File: src/rtl/emmc_dev_cmd.sv
//==============================================================================
// Module      : emmc_dev_cmd
// Description : Device-side eMMC CMD-line engine. Receives 48-bit host command
//               frames (start/transmission/index/argument/CRC7/end), flags CRC
//               or end-bit errors, presents index and argument to device logic,
//               then serialises the R1/R3/R2 response that device logic offers
//               once the NCR gap has elapsed.
// Ports       : clk_core, rst_tk          - card clock, async active-high reset
//               cmd_i / cmd_o / cmd_oe_o  - sampled CMD line, drive value/enable
//               cmd_valid_o, cmd_idx_o, cmd_arg_o, cmd_err_o - received command
//               resp_valid_i, resp_ready_o, resp_type_i, resp_idx_i,
//               resp_arg_i, resp_long_i   - response handshake and payload
//               timeout_o, busy_o         - NCR timeout pulse, engine busy
// Options     : EMMC_DEV_CRC_INJ_EN - adds crc_inj_i; when set at accept with
//               an R1 response the CRC7 LSB is inverted on the line.
// Revision    : 1.0 - initial release
//==============================================================================
`default_nettype none

module emmc_dev_cmd #(
    parameter int NCR_MIN = 2,
    parameter int NCR_MAX = 64
) (
    input  logic         clk_core,
    input  logic         rst_tk,
    input  logic         cmd_i,
    output logic         cmd_o,
    output logic         cmd_oe_o,
    output logic         cmd_valid_o,
    output logic [5:0]   cmd_idx_o,
    output logic [31:0]  cmd_arg_o,
    output logic         cmd_err_o,
    input  logic         resp_valid_i,
    output logic         resp_ready_o,
    input  logic [1:0]   resp_type_i,
    input  logic [5:0]   resp_idx_i,
    input  logic [31:0]  resp_arg_i,
    input  logic [126:0] resp_long_i,
`ifdef EMMC_DEV_CRC_INJ_EN
    input  logic         crc_inj_i,
`endif
    output logic         timeout_o,
    output logic         busy_o
);

    localparam logic [7:0] NCR_MIN_C = 8'(NCR_MIN);
    localparam logic [7:0] NCR_MAX_C = 8'(NCR_MAX);

    typedef enum logic [1:0] {
        ST_IDLE      = 2'd0,
        ST_RX        = 2'd1,
        ST_WAIT_RESP = 2'd2,
        ST_TX        = 2'd3
    } state_t;

    state_t         state;
    state_t         state_nxt;

    logic [5:0]     rx_cnt;     // index of the bit being sampled, counted from the start bit
    logic [44:0]    rx_sr;      // holds frame bits 45..1 when the end bit arrives
    logic [6:0]     rx_crc;
    logic [7:0]     ncr_cnt;
    logic [135:0]   tx_sr;      // response frame, left aligned, MSB on the line
    logic [7:0]     tx_cnt;
    logic [7:0]     tx_last;
    logic           tx_is_r1;
    logic [6:0]     tx_crc;
    logic           tx_inj;

    logic           accept;
    logic           rx_abort;
    logic           rx_done;
    logic           tx_done;
    logic           tx_bit;

    // CRC7, polynomial x^7 + x^3 + 1, one bit per call, MSB first
    function automatic logic [6:0] crc7_step(input logic [6:0] crc, input logic din);
        logic fb;
        fb = crc[6] ^ din;
        return {crc[5:3], crc[2] ^ fb, crc[1:0], fb};
    endfunction

    assign resp_ready_o = (state == ST_WAIT_RESP) && (ncr_cnt >= NCR_MIN_C);
    assign accept       = resp_valid_i && resp_ready_o;
    assign timeout_o    = (state == ST_WAIT_RESP) && (ncr_cnt >= NCR_MAX_C) && !accept;
    assign rx_abort     = (state == ST_RX) && (rx_cnt == 6'd1) && !cmd_i;
    assign rx_done      = (state == ST_RX) && (rx_cnt == 6'd47);
    assign tx_done      = (state == ST_TX) && (tx_cnt == tx_last);
    assign busy_o       = (state != ST_IDLE);

    always_ff @(posedge clk_core or posedge rst_tk) begin
        if (rst_tk) begin
            state <= ST_IDLE;
        end else begin
            state <= state_nxt;
        end
    end

    always_comb begin
        state_nxt = state;
        tx_bit    = tx_sr[135];
        cmd_oe_o  = 1'b0;
        cmd_o     = 1'b1;

        // R1 CRC field comes from the running CRC, which is complete by bit 40
        if (tx_is_r1 && (tx_cnt >= 8'd40) && (tx_cnt <= 8'd46)) begin
            tx_bit = tx_crc[6] ^ (tx_inj && (tx_cnt == 8'd46));
        end

        case (state)
            ST_IDLE: begin
                if (!cmd_i) begin
                    state_nxt = ST_RX;
                end
            end
            ST_RX: begin
                if (rx_abort) begin
                    state_nxt = ST_IDLE;
                end else if (rx_done) begin
                    state_nxt = ST_WAIT_RESP;
                end
            end
            ST_WAIT_RESP: begin
                if (accept) begin
                    state_nxt = (resp_type_i == 2'd0) ? ST_IDLE : ST_TX;
                end else if (timeout_o) begin
                    state_nxt = ST_IDLE;
                end
            end
            ST_TX: begin
                cmd_oe_o = 1'b1;
                cmd_o    = tx_bit;
                if (tx_done) begin
                    state_nxt = ST_IDLE;
                end
            end
            default: state_nxt = ST_IDLE;
        endcase
    end

    always_ff @(posedge clk_core or posedge rst_tk) begin
        if (rst_tk) begin
            cmd_valid_o <= 1'b0;
            cmd_idx_o   <= '0;
            cmd_arg_o   <= '0;
            cmd_err_o   <= 1'b0;
            rx_cnt      <= 6'd1;
            rx_sr       <= '0;
            rx_crc      <= '0;
            ncr_cnt     <= '0;
            tx_sr       <= '0;
            tx_cnt      <= '0;
            tx_last     <= 8'd47;
            tx_is_r1    <= 1'b0;
            tx_crc      <= '0;
            tx_inj      <= 1'b0;
        end else begin
            cmd_valid_o <= 1'b0;
            case (state)
                ST_IDLE: begin
                    // start bit is zero, so a zero-initialised CRC is unchanged by it
                    rx_cnt <= 6'd1;
                    rx_crc <= '0;
                end
                ST_RX: begin
                    rx_cnt <= rx_cnt + 6'd1;
                    rx_sr  <= {rx_sr[43:0], cmd_i};
                    if (rx_cnt <= 6'd39) begin
                        rx_crc <= crc7_step(rx_crc, cmd_i);
                    end
                    if (rx_done) begin
                        cmd_valid_o <= 1'b1;
                        cmd_idx_o   <= rx_sr[44:39];
                        cmd_arg_o   <= rx_sr[38:7];
                        cmd_err_o   <= (rx_crc != rx_sr[6:0]) || !cmd_i;
                        ncr_cnt     <= '0;
                    end
                end
                ST_WAIT_RESP: begin
                    if (ncr_cnt != 8'hFF) begin
                        ncr_cnt <= ncr_cnt + 8'd1;
                    end
                    if (accept) begin
                        tx_cnt   <= '0;
                        tx_crc   <= '0;
                        tx_is_r1 <= (resp_type_i == 2'd1);
                        tx_last  <= (resp_type_i == 2'd3) ? 8'd135 : 8'd47;
`ifdef EMMC_DEV_CRC_INJ_EN
                        tx_inj   <= crc_inj_i && (resp_type_i == 2'd1);
`else
                        tx_inj   <= 1'b0;
`endif
                        case (resp_type_i)
                            2'd1:    tx_sr <= {2'b00, resp_idx_i, resp_arg_i, 7'h00, 1'b1, 88'd0};
                            2'd2:    tx_sr <= {2'b00, 6'h3F, resp_arg_i, 7'h7F, 1'b1, 88'd0};
                            default: tx_sr <= {2'b00, 6'h3F, resp_long_i, 1'b1};
                        endcase
                    end
                end
                ST_TX: begin
                    tx_sr  <= {tx_sr[134:0], 1'b0};
                    tx_cnt <= tx_cnt + 8'd1;
                    if (tx_cnt < 8'd40) begin
                        tx_crc <= crc7_step(tx_crc, tx_sr[135]);
                    end else begin
                        tx_crc <= {tx_crc[5:0], 1'b0};
                    end
                end
                default: ;
            endcase
        end
    end

endmodule

`default_nettype wire

File: config.mk
export PLATFORM = sky130hd
export DESIGN_NAME = emmc_dev_cmd
export DESIGN_NICKNAME = d
export VERILOG_FILES = /design/src/rtl/emmc_dev_cmd.sv
export SDC_FILE = /design/constraint.sdc
export NUM_CORES = 1
export LEC_CHECK = 0
export BUFFER_PORTS_ARGS = -buffer_cell sky130_fd_sc_hd__buf_2
export CORE_MARGIN = 1.5
export CORE_UTILIZATION = 30
export DETAILED_ROUTE_END_ITERATION = 16
export GPL_ROUTABILITY_DRIVEN = 0
export PLACE_DENSITY_LB_ADDON = 0.15
export SYNTH_ARGS = -nofsm -noshare
export SYNTH_HDL_FRONTEND = slang
export SYNTH_SLANG_ARGS = --single-unit
File: constraint.sdc
create_clock -name clk_core -period 10.8 [get_ports clk_core]
set_input_delay 2.16 -clock clk_core [delete_from_list [all_inputs] [get_ports clk_core]]
set_output_delay 2.16 -clock clk_core [all_outputs]
set_load 0.02 [all_outputs]
After elaboration in Yosys (flattened, before gate mapping)
Cells that the tools add are included.
{"block": "totals", "register_bits": 268}
{"block": "classes", "add_sub_neg": 3, "magnitude_cmp": 6, "n_eq_ne": 19, "mux": 28, "n_bitwise": 4, "n_reduce_logical": 25}
{"cell": "$pmux 136 s2", "n": 1}
{"cell": "$pmux 134 s2", "n": 1}
{"cell": "$mux 136", "n": 1}
{"cell": "$mux 8", "n": 4}
{"cell": "$pmux 8 s2", "n": 2}
{"cell": "$pmux 7 s2", "n": 2}
{"cell": "$add 8x1->8 const B", "n": 2}
{"cell": "$mux 2", "n": 7}
{"cell": "$mux 7", "n": 2}
{"cell": "$pmux 6 s2", "n": 1}
{"cell": "$logic_and 1x1->1", "n": 10}
{"cell": "$eq 2x2->1 const B", "n": 4}
{"cell": "$eq 8x8->1", "n": 1}
{"cell": "$ge 8x2->1 const B", "n": 1}
{"cell": "$ge 8x6->1 const B", "n": 1}
{"cell": "$ge 8x7->1 const B", "n": 1}
{"cell": "$le 8x6->1 const B", "n": 1}
{"cell": "$lt 8x6->1 const B", "n": 1}
{"cell": "$ne 2x2->1 const B", "n": 4}
{"cell": "$ne 8x8->1 const B", "n": 1}
{"cell": "$pmux 2 s4", "n": 1}
{"cell": "$reduce_and 2->1", "n": 4}
{"cell": "$reduce_bool 2->1", "n": 4}
{"cell": "$ne 7x7->1", "n": 1}
{"cell": "15 further kinds", "n": 27}

Depth between registers and ports, before layout
Gate-level depths: netlist of run 1.
{"block": "logic_depth", "ltp_word": 8, "ltp_mapped": 10, "depth_no_buf": 7}

Least setup slack after synthesis of run 1
Ideal clock, no wire load.
{"block": "synth_path", "path_type": "input to output", "startpoint": "in resp_valid_i", "endpoint": "out timeout_o", "arrival_ps": 2657, "required_ps": 8640, "setup_slack_ps": 5983, "path_stages": 1, "n_path_buf": 0, "cell_sequence": "nor3_1"}
{"block": "synth_between", "elab_chain_len": 3}
{"element": "start, declared", "line": "33", "rtl": "input logic resp_valid_i,"}
{"element": "$logic_and 1x1->1", "line": "84", "rtl": "assign accept = resp_valid_i && resp_ready_o;"}
{"element": "$logic_not 1->1", "line": "85", "rtl": "assign timeout_o = (state == ST_WAIT_RESP) && (ncr_cnt >= NCR_MAX_C) && !accept;"}
{"element": "$logic_and 1x1->1", "line": "85"}
{"element": "end, declared", "line": "42", "rtl": "output logic timeout_o,"}
Every way passes these cells.

Worst setup path after layout of run 1
Same ends and word-level chain as after synthesis.

==> out/summary.txt, run 1 <==
RUN STATUS
---------------------------------------------------------------------------------------
Status ...................................................................    completed

WORST SETUP PATH
---------------------------------------------------------------------------------------
Startpoint-to-endpoint class of the critical path ........................       in2out
Reg-to-reg setup timing slack ............................................      7420 ps
Crit-path leading delay family ........................................... buffers and inverters
Cell with the most instances on the worst path ........................... sky130_fd_sc_hd__buf_2
Series of cell instances along the critical path ......................... buf_2, nor3_1, buf_2
Critical Path Start ...................................................... resp_valid_i
Capture instance of the worst register-to-register path ..................    tx_sr[58]
Required time worst endpoint .............................................      8640 ps
R2R Path Start ...........................................................   ncr_cnt[0]
Crit path buffers/inverters ..............................................            2
Cell at the slowest stage of the critical path ........................... sky130_fd_sc_hd__buf_2
Maximum fanout encountered on the critical timing path ...................            2
CP Capture Type .......................................................... primary output
Worst Reg2Reg Path Length in Cells .......................................            8
Worst path arrival time ..................................................      2660 ps
Worst path max stage delay ...............................................       200 ps
Crit path launch type .................................................... primary input
Logic depth of the worst path, buffers included ..........................            3

LAYOUT
---------------------------------------------------------------------------------------
Fraction of layout cells with a size suffix above 1 ......................        21.3%
Fillers ..................................................................         3886
Most frequent standard cell in the layout excluding fill and tap cells ... sky130_fd_sc_hd__nand2_1
Total number of nets in the final design .................................         1520
Signed area change from the synthesized netlist to the final layout ......        22.3%
Most used cells in the layout excluding fill and tap cells ............... sky130_fd_sc_hd__nand2_1 (335), sky130_fd_sc_hd__dfrtp_1 (260), sky130_fd_sc_hd__buf_2 (215)

HOLD PATH
---------------------------------------------------------------------------------------
Worst Hold Depth .........................................................            2
Worst Min Path Start ..................................................... cmd_arg_o[17]
HP Class .................................................................      reg2reg
End point of the most critical hold path ................................. cmd_arg_o[17]

GRT
---------------------------------------------------------------------------------------
Pin count of the biggest net entering global routing .....................          123
Via count of the first global-routing pass ...............................         9133
Initial antenna violation count ..........................................           12
Wire length of the first global-routing pass .............................     47600 um
Overall Global Routing Usage .............................................        14.8%
Residual overflow from global routing ....................................            0

LOGIC SYNTHESIS
---------------------------------------------------------------------------------------
Mapped Area ..............................................................    11300 um2
Syn_nets .................................................................         1346
Post-synth cell types ....................................................           53
Top flip-flop cell by instance count after synthesis ..................... sky130_fd_sc_hd__dfrtp_1
Synth Register Bits ......................................................          262
Syn. warnings ............................................................            0
Avg Cell Area, Syn .......................................................     9.74 um2
Async set-reset flop share out of synthesis ..............................         100%
Cell count after synthesis ...............................................         1165
Number of enable flip-flop cells after synthesis .........................            0
Share of synthesized area occupied by flip-flops and latches .............        57.8%

TIMING
---------------------------------------------------------------------------------------
Highest clock frequency the design can meet ..............................    0.207 GHz
Final Max Slew Viols .....................................................            0
Final worst path period need .............................................      4820 ps
Setup violators final ....................................................            0
Worst setup margin .......................................................      5980 ps
Hold Violations, Final ...................................................            0
Setup repair after global routing missed its margin ......................        false
Clock skew ...............................................................      9.39 ps
Transition time at the pin with the least slew margin ....................      1170 ps
Share of the clock period used by the worst path .........................        44.7%
Slew HR ..................................................................        21.7%
Sum of negative setup slack ..............................................         0 ps
Hold_ws ..................................................................       465 ps

CTS
---------------------------------------------------------------------------------------
Number of hold-repair buffers added at the cts stage .....................            0
Maximum root-to-sink buffer count ........................................            3
Gates resized, CTS repair ................................................            0
Number of levels in the clock H-tree .....................................            1
Clock slew at reported path FFs ..........................................        50 ps
Clock tree from TritonCTS ................................................          yes
Post-CTS Setup Repair Bufs ...............................................            0
Clock insertion delay at the later pin of the skew report ................       560 ps
TritonCTS buffer count ...................................................           31
Clock sink count .........................................................          262
Root Driver .............................................................. sky130_fd_sc_hd__clkbuf_16

FLOORPLANNING
---------------------------------------------------------------------------------------
Die outline width ........................................................       198 um
Effective utilization at floorplan .......................................        30.3%
I/O pin count ............................................................          216
Die area .................................................................    39000 um2
FP Rows ..................................................................           71
Total core area ..........................................................    37500 um2
Die H ....................................................................       198 um

POWER AND IR DROP
---------------------------------------------------------------------------------------
Sum of internal, switching and leakage power .............................      3.49 mW
Power per cell area ......................................................   251 nW/um2
Leakage power figure .....................................................      7.51 nW
Worst-case vdd ir drop ...................................................       247 uV

ROUTING
---------------------------------------------------------------------------------------
WL/cell ..................................................................      15.4 um
Vias per std cell ........................................................         4.81
Number of violations reported at the end of detailed-routing iteration 0 .          836
Total wire length ........................................................     28900 um
Residual antenna-violating net count after detailed routing ..............            0
Total DRC errors in the routed layout ....................................            0
Drt pass-1 iters .........................................................           10
Number of vias after detailed routing ....................................         9028

PLACED DESIGN
---------------------------------------------------------------------------------------
Number of I/O port buffers ...............................................          215
Worst slack at placement .................................................      5970 ps
Half-perimeter wire length after placement ...............................     17900 um

FLOW RUN
---------------------------------------------------------------------------------------
Max-cap violation count ..................................................            0

-- power by group --
group	switching (mW)	internal [mW]	total, mW
Combinational	0.616	0.351	0.967
Sequential	0.196	1.24	1.43
Clock	0.408	0.681	1.09
-- logic make-up (layout without fill, tap and decap cells) --
logic type,after synthesis,count (layout),synth area share (%)
adder cells (fa/ha/maj),10,10,1.10
multiplexers,3,3,0.276
AO/OA/AOI/OAI,243,243,16.6
other,0,4,0
flip-flops,262,262,57.8
buffers and inverters,185,382,6.61
AND/OR/NAND/NOR,446,446,16.4
XOR/XNOR,16,16,1.23
-- sequential cells by signal (all words and copies together) (netlist names) --
register and flops:
tx_sr 136, rx_sr 45, cmd_arg_o 32, ncr_cnt 8
tx_cnt 8, rx_crc 7, tx_crc 7, cmd_idx_o 6
rx_cnt 6, state 2, tx_last 2, cmd_err_o 1
cmd_valid_o 1, tx_is_r1 1
-- routing by layer --
layer / share of wire (%) / global-route usage [%] / vias to the layer above
li1: - / - / 4428
met1: 47 / 19.9 / 4316
met2: 43 / 23.0 / 211
met3: 7.2 / 5.05 / 57
met4: 2.2 / 3.56 / 16
met5: 0.37 / 0 / -
-- worst register-to-register path: stages (launching register included) --
cell                       delay, ps
sky130_fd_sc_hd__dfrtp_1         400
sky130_fd_sc_hd__inv_1            60
sky130_fd_sc_hd__ha_1            200
sky130_fd_sc_hd__nor4_2          380
sky130_fd_sc_hd__a21oi_2         170
sky130_fd_sc_hd__o21ai_4         640
sky130_fd_sc_hd__buf_4           960
sky130_fd_sc_hd__a222oi_1        400
sky130_fd_sc_hd__inv_1           100
-- layout make-up --
class | instances | area [um2] | area share (%)
inverters | 101 | 389 | 2.80
repair buffers | 225 | 1150 | 8.29
flip-flops and latches | 262 | 6560 | 47.2
multi-input cells | 718 | 4060 | 29.2
clock inverters | 9 | 150 | 1.08
clock buffers | 47 | 926 | 6.67
well taps | 511 | 639 | 4.60
diodes | 4 | 10.0 | 0.0721
-- metrics by stage --
stage               cell area, um2  std cells  utilization [%]
floorplan                    11300       1165                -
global placement             12800       1817             34.1
detailed placement           12800       1817             34.1
CTS                          13900       1873             37.0
global route                 13900       1875             37.0
finish                       13900       1877             37.0
-- how the worst max path moves through the flow --
stage / slack, ps / to
global route: 5770 / cmd_o
CTS: 5940 / cmd_o
finish: 5980 / timeout_o
detailed placement: 5970 / timeout_o
global placement: 6010 / timeout_o
floorplan: 1430 / cmd_arg_o[0]
-- synth_stat cells, drive strengths merged, types with 2 or more instances --
| cell | instances | area, um2 |
|---|---|---|
| o211ai | 3 | 22.5 |
| and3 | 31 | 194 |
| dfrtp | 260 | 6510 |
| dfstp | 2 | 52.6 |
| nor4 | 4 | 37.5 |
| a221oi | 31 | 272 |
| nor3 | 8 | 40.0 |
| inv | 100 | 375 |
| clkbuf | 48 | 180 |
| or2 | 3 | 18.8 |
| ha | 10 | 125 |
| a21oi | 30 | 154 |
| nand2 | 335 | 1260 |
| a31oi | 3 | 18.8 |
| o21a | 3 | 22.5 |
| nand4 | 3 | 18.8 |
| o31ai | 3 | 22.5 |
| o22ai | 9 | 56.3 |
| mux2i | 2 | 20.0 |
| nand2b | 3 | 18.8 |
| a222oi | 87 | 871 |
| buf | 36 | 191 |
| xnor2 | 9 | 78.8 |
| a22o | 7 | 61.3 |
| nor2 | 30 | 115 |
| o21ai | 57 | 297 |
| xor2 | 7 | 61.3 |
| nand3 | 25 | 125 |
Power figures use the tool's default switching activity.
==> run 2, diff against run 1 <==
--- a/config.mk
+++ b/config.mk
@@ -5,6 +5,7 @@
 export SDC_FILE = /design/constraint.sdc
 export NUM_CORES = 1
 export LEC_CHECK = 0
+export ABC_AREA = 1
 export BUFFER_PORTS_ARGS = -buffer_cell sky130_fd_sc_hd__buf_2
 export CORE_MARGIN = 1.5
 export CORE_UTILIZATION = 30
==> constraint.sdc (replaced) <==
create_clock -name clk_core -period 4.5 [get_ports clk_core]
set_input_delay 0.9 -clock clk_core [delete_from_list [all_inputs] [get_ports clk_core]]
set_output_delay 0.9 -clock clk_core [all_outputs]
set_load 0.02 [all_outputs]
==> out/summary.txt, run 2 <==
LOGIC SYNTHESIS
-----------------------------------------------------------------------------------------------------
Post-synth cell types ..................................................................           32   -40%
Share of synthesized area occupied by flip-flops and latches ...........................        51.9%   -5.9 points
Post-synth top cells ................................................................... sky130_fd_sc_hd__nand2_1 (391), sky130_fd_sc_hd__dfrtp_1 (260), sky130_fd_sc_hd__o21ai_0 (214)
Syn. warnings ..........................................................................            0   unchanged
Avg Cell Area, Syn .....................................................................     7.75 um2   -21%
Top cells by area, synth ............................................................... sky130_fd_sc_hd__dfrtp_1 (52%), sky130_fd_sc_hd__nand2_1 (12%), sky130_fd_sc_hd__o21ai_0 (8.5%)
Simple logic cell fraction of the synthesized area .....................................        22.0%   +5.6 points
Synth Register Bits ....................................................................          262   unchanged
Post-synthesis share of cell area spent on full adders, half adders and majority gates .       0.990%   -0.11 points
Syn_nets ...............................................................................         1812   +35%
Async set-reset flop share out of synthesis ............................................         100%   unchanged
Compound-Gate Fraction of Synth Area ...................................................        15.1%   -1.5 points
Multiplexer area fraction after synthesis ..............................................           0%   -0.28 points
Number of enable flip-flop cells after synthesis .......................................            0   unchanged
Share of the synthesized netlist area taken by xor and xnor gates ......................       0.555%   -0.68 points
Fraction of synthesized cell area taken by the top area cell type ......................        51.5%   -5.8 points
Mapped Area ............................................................................    12600 um2   +11%
Most area-hungry cell type in the Yosys netlist ........................................ sky130_fd_sc_hd__dfrtp_1
Cell count after synthesis .............................................................         1631   +40%
Combinational family with the most area after synthesis ................................ simple AND/OR/NAND/NOR gates
Dominant cell by count in the synthesized netlist ...................................... sky130_fd_sc_hd__nand2_1
Top flip-flop cell by instance count after synthesis ................................... sky130_fd_sc_hd__dfrtp_1

TIMING
-----------------------------------------------------------------------------------------------------
Slew HR ................................................................................        25.1%   +3.3 points
Setup violators final ..................................................................            0   unchanged
Final Max Slew Viols ...................................................................            0   unchanged
Setup repair after global routing missed its margin ....................................        false
Transition time at the pin with the least slew margin ..................................      1120 ps   -50.0 ps
Clock skew .............................................................................      27.5 ps   +18.2 ps
Sum of negative setup slack ............................................................         0 ps   unchanged
Hold Violations, Final .................................................................            0   unchanged
Highest clock frequency the design can meet ............................................    0.326 GHz
Final worst path period need ...........................................................      3070 ps
Share of the clock period used by the worst path .......................................        68.3%

WORST SETUP PATH
-----------------------------------------------------------------------------------------------------
Maximum fanout encountered on the critical timing path .................................           55   +53
Crit path launch type ..................................................................         flop
Crit-path leading delay family ......................................................... buffers and inverters
Worst path max stage delay .............................................................       550 ps   +350 ps
Crit path buffers/inverters ............................................................            2   unchanged
Startpoint-to-endpoint class of the critical path ......................................      reg2out
CP Capture Type ........................................................................ primary output
Required time worst endpoint ...........................................................      3600 ps   -5040 ps
Series of cell instances along the critical path ....................................... nand2_4, buf_4, a21oi_1, o21ai_0, buf_2
Worst path arrival time ................................................................      2170 ps   -490 ps
Cell at the slowest stage of the critical path ......................................... sky130_fd_sc_hd__buf_4

CTS
-----------------------------------------------------------------------------------------------------
Number of levels in the clock H-tree ...................................................            1   unchanged
Gates resized, CTS repair ..............................................................            0   unchanged
Maximum root-to-sink buffer count ......................................................            3   unchanged
Clock tree from TritonCTS ..............................................................          yes
Number of hold-repair buffers added at the cts stage ...................................            0   unchanged
TritonCTS buffer count .................................................................           31   unchanged
Post-CTS Setup Repair Bufs .............................................................            0   unchanged
Clock insertion delay at the later pin of the skew report ..............................       570 ps   about the same
Clock slew at reported path FFs ........................................................        60 ps   about the same
Root Driver ............................................................................ sky130_fd_sc_hd__clkbuf_16
Clock sink count .......................................................................          262   unchanged

ROUTING
-----------------------------------------------------------------------------------------------------
Number of violations reported at the end of detailed-routing iteration 0 ...............          555   -34%
Drt pass-1 iters .......................................................................            5   -5
Vias per std cell ......................................................................         4.58   -4.9%
Residual antenna-violating net count after detailed routing ............................            0   unchanged
Total wire length ......................................................................     32100 um   +11%
WL/cell ................................................................................      13.7 um   -11%
Number of vias after detailed routing ..................................................        10773   +19%
Total DRC errors in the routed layout ..................................................            0   unchanged

LAYOUT
-----------------------------------------------------------------------------------------------------
Fraction of layout cells with a size suffix above 1 ....................................        16.6%   -4.7 points
Fillers ................................................................................         4384   +13%
Largest registers ranked by flip-flop count ............................................ tx_sr: 136 flops, rx_sr: 45 flops, cmd_arg_o: 32 flops
Final core utilization .................................................................        36.8%   -0.24 points
Total number of nets in the final design ...............................................         1978   +30%
Most frequent standard cell in the layout excluding fill and tap cells ................. sky130_fd_sc_hd__nand2_1
Multi-input combinational cell area ....................................................     4910 um2   +21%
Signed area change from the synthesized netlist to the final layout ....................        20.0%
Most used cells in the layout excluding fill and tap cells ............................. sky130_fd_sc_hd__nand2_1 (390), sky130_fd_sc_hd__dfrtp_1 (260), sky130_fd_sc_hd__buf_2 (215)
Register cell area after layout ........................................................     6560 um2   unchanged
Register ranked first by flip-flop count ...............................................        tx_sr
Number of flip-flops in the largest register ...........................................          136   unchanged

FLOORPLANNING
-----------------------------------------------------------------------------------------------------
Die area ...............................................................................    43300 um2   +11%
Die H ..................................................................................       208 um   +5.4%
Total core area ........................................................................    41200 um2   +9.9%
Effective utilization at floorplan .....................................................        30.7%   +0.38 points
FP Rows ................................................................................           74   +4.2%
Die outline width ......................................................................       208 um   +5.4%
I/O pin count ..........................................................................          216   unchanged

GRT
-----------------------------------------------------------------------------------------------------
Overall Global Routing Usage ...........................................................        14.8%   about the same
Pin count of the biggest net entering global routing ...................................          211   +72%
Wire length of the first global-routing pass ...........................................     53900 um   +13%
Residual overflow from global routing ..................................................            0   unchanged
Initial antenna violation count ........................................................            1   -11
Via count of the first global-routing pass .............................................        10671   +17%

POWER AND IR DROP
-----------------------------------------------------------------------------------------------------
Power per cell area ....................................................................   557 nW/um2   +120%
Worst-case vdd ir drop .................................................................       327 uV   +32%
Leakage power figure ...................................................................      7.39 nW   -1.5%

PLACED DESIGN
-----------------------------------------------------------------------------------------------------
Number of I/O port buffers .............................................................          215   unchanged
Half-perimeter wire length after placement .............................................     20300 um   +13%

FLOW RUN
-----------------------------------------------------------------------------------------------------
Max-cap violation count ................................................................            0   unchanged

RUN STATUS
-----------------------------------------------------------------------------------------------------
Status .................................................................................    completed

HOLD PATH
-----------------------------------------------------------------------------------------------------
HP Class ...............................................................................     in2async

-- run 2: cell types whose count changed in the layout (fill, tap and decap cells not counted), moves of 12 or more --
cell	before	now
sky130_fd_sc_hd__o21ai_0	50	214
sky130_fd_sc_hd__o22ai_1	9	21
sky130_fd_sc_hd__a221oi_1	31	0
sky130_fd_sc_hd__inv_1	98	187
sky130_fd_sc_hd__nand3_1	25	53
sky130_fd_sc_hd__o21ai_1	6	51
sky130_fd_sc_hd__a222oi_1	87	0
sky130_fd_sc_hd__nor2_1	28	199
sky130_fd_sc_hd__nand4_1	3	28
sky130_fd_sc_hd__nand2_1	335	390
sky130_fd_sc_hd__a21oi_1	29	76
sky130_fd_sc_hd__and3_1	31	0
-- run 2: path summary, 6_finish.rpt --
kind	from	slack [ps]	to	depth (start not counted)
max	state[0]	1430	cmd_o	5
min	rst_tk	440	tx_sr[64]	2
max reg2reg	state[0]	1830	tx_sr[113]	7
min reg2reg	tx_sr[124]	470	tx_sr[124]	2
max in group asynchronous	rst_tk	3110	tx_sr[27]	3
min in group clk_core	tx_sr[124]	470	tx_sr[124]	2
-- run 2: cells by family (layout without fill, tap and decap cells) --
logic type | after synthesis | after routing
other | 0 | 1
adder cells (fa/ha/maj) | 10 | 10
buffers and inverters | 293 | 483
flip-flops | 262 | 262
XOR/XNOR | 8 | 8
AND/OR/NAND/NOR | 687 | 687
AO/OA/AOI/OAI | 371 | 371
-- run 2: per-layer routing --
metal  track usage (%)  part of all wire, %  vias up
met1              21.4                   50     5015
met2              23.1                   44      180
met3              2.20                  4.2       47
li1                  -                    -     5531
met4              4.00                  2.1        0
met5                 0                    0        -
-- run 2: layout make-up --
class                      count  area share (%)
antenna                        1          0.0165
clock buffer                  47            6.17
timing repair buffer         230            8.17
tap                          532            4.39
sequential                   262            43.3
inverter                     196            4.89
multi-input combinational   1076            32.4
clock inverter                10           0.710
-- run 2: where the power goes --
group / leakage [nW] / switching, mW / internal, mW / total [mW]
Sequential: 3.44 / 0.354 / 3.10 / 3.46
Combinational: 3.43 / 1.67 / 0.774 / 2.45
Clock: 0.522 / 1.01 / 1.54 / 2.55
-- run 2: worst reg2reg max path: stages, from the launching register on --
cell and delay (ps):
sky130_fd_sc_hd__dfrtp_1 520, sky130_fd_sc_hd__nand2_4 150, sky130_fd_sc_hd__buf_4 550, sky130_fd_sc_hd__buf_4 850, sky130_fd_sc_hd__nand4_1 270, sky130_fd_sc_hd__nand3_1 130, sky130_fd_sc_hd__nand2_1 60, sky130_fd_sc_hd__nand2_1 110
-- run 2: through the flow --
stage	power, mW	cell area [um2]	instances	hold slack (ps)	worst slack (ps)
after floorplan	5.35	12600	1631	442	146
after global placement	5.92	14100	2296	454	1550
after detailed placement	5.97	14100	2296	461	1470
after CTS	8.60	15200	2353	427	1340
after global routing	9.15	15200	2354	465	1210
final	8.45	15200	2354	438	1430
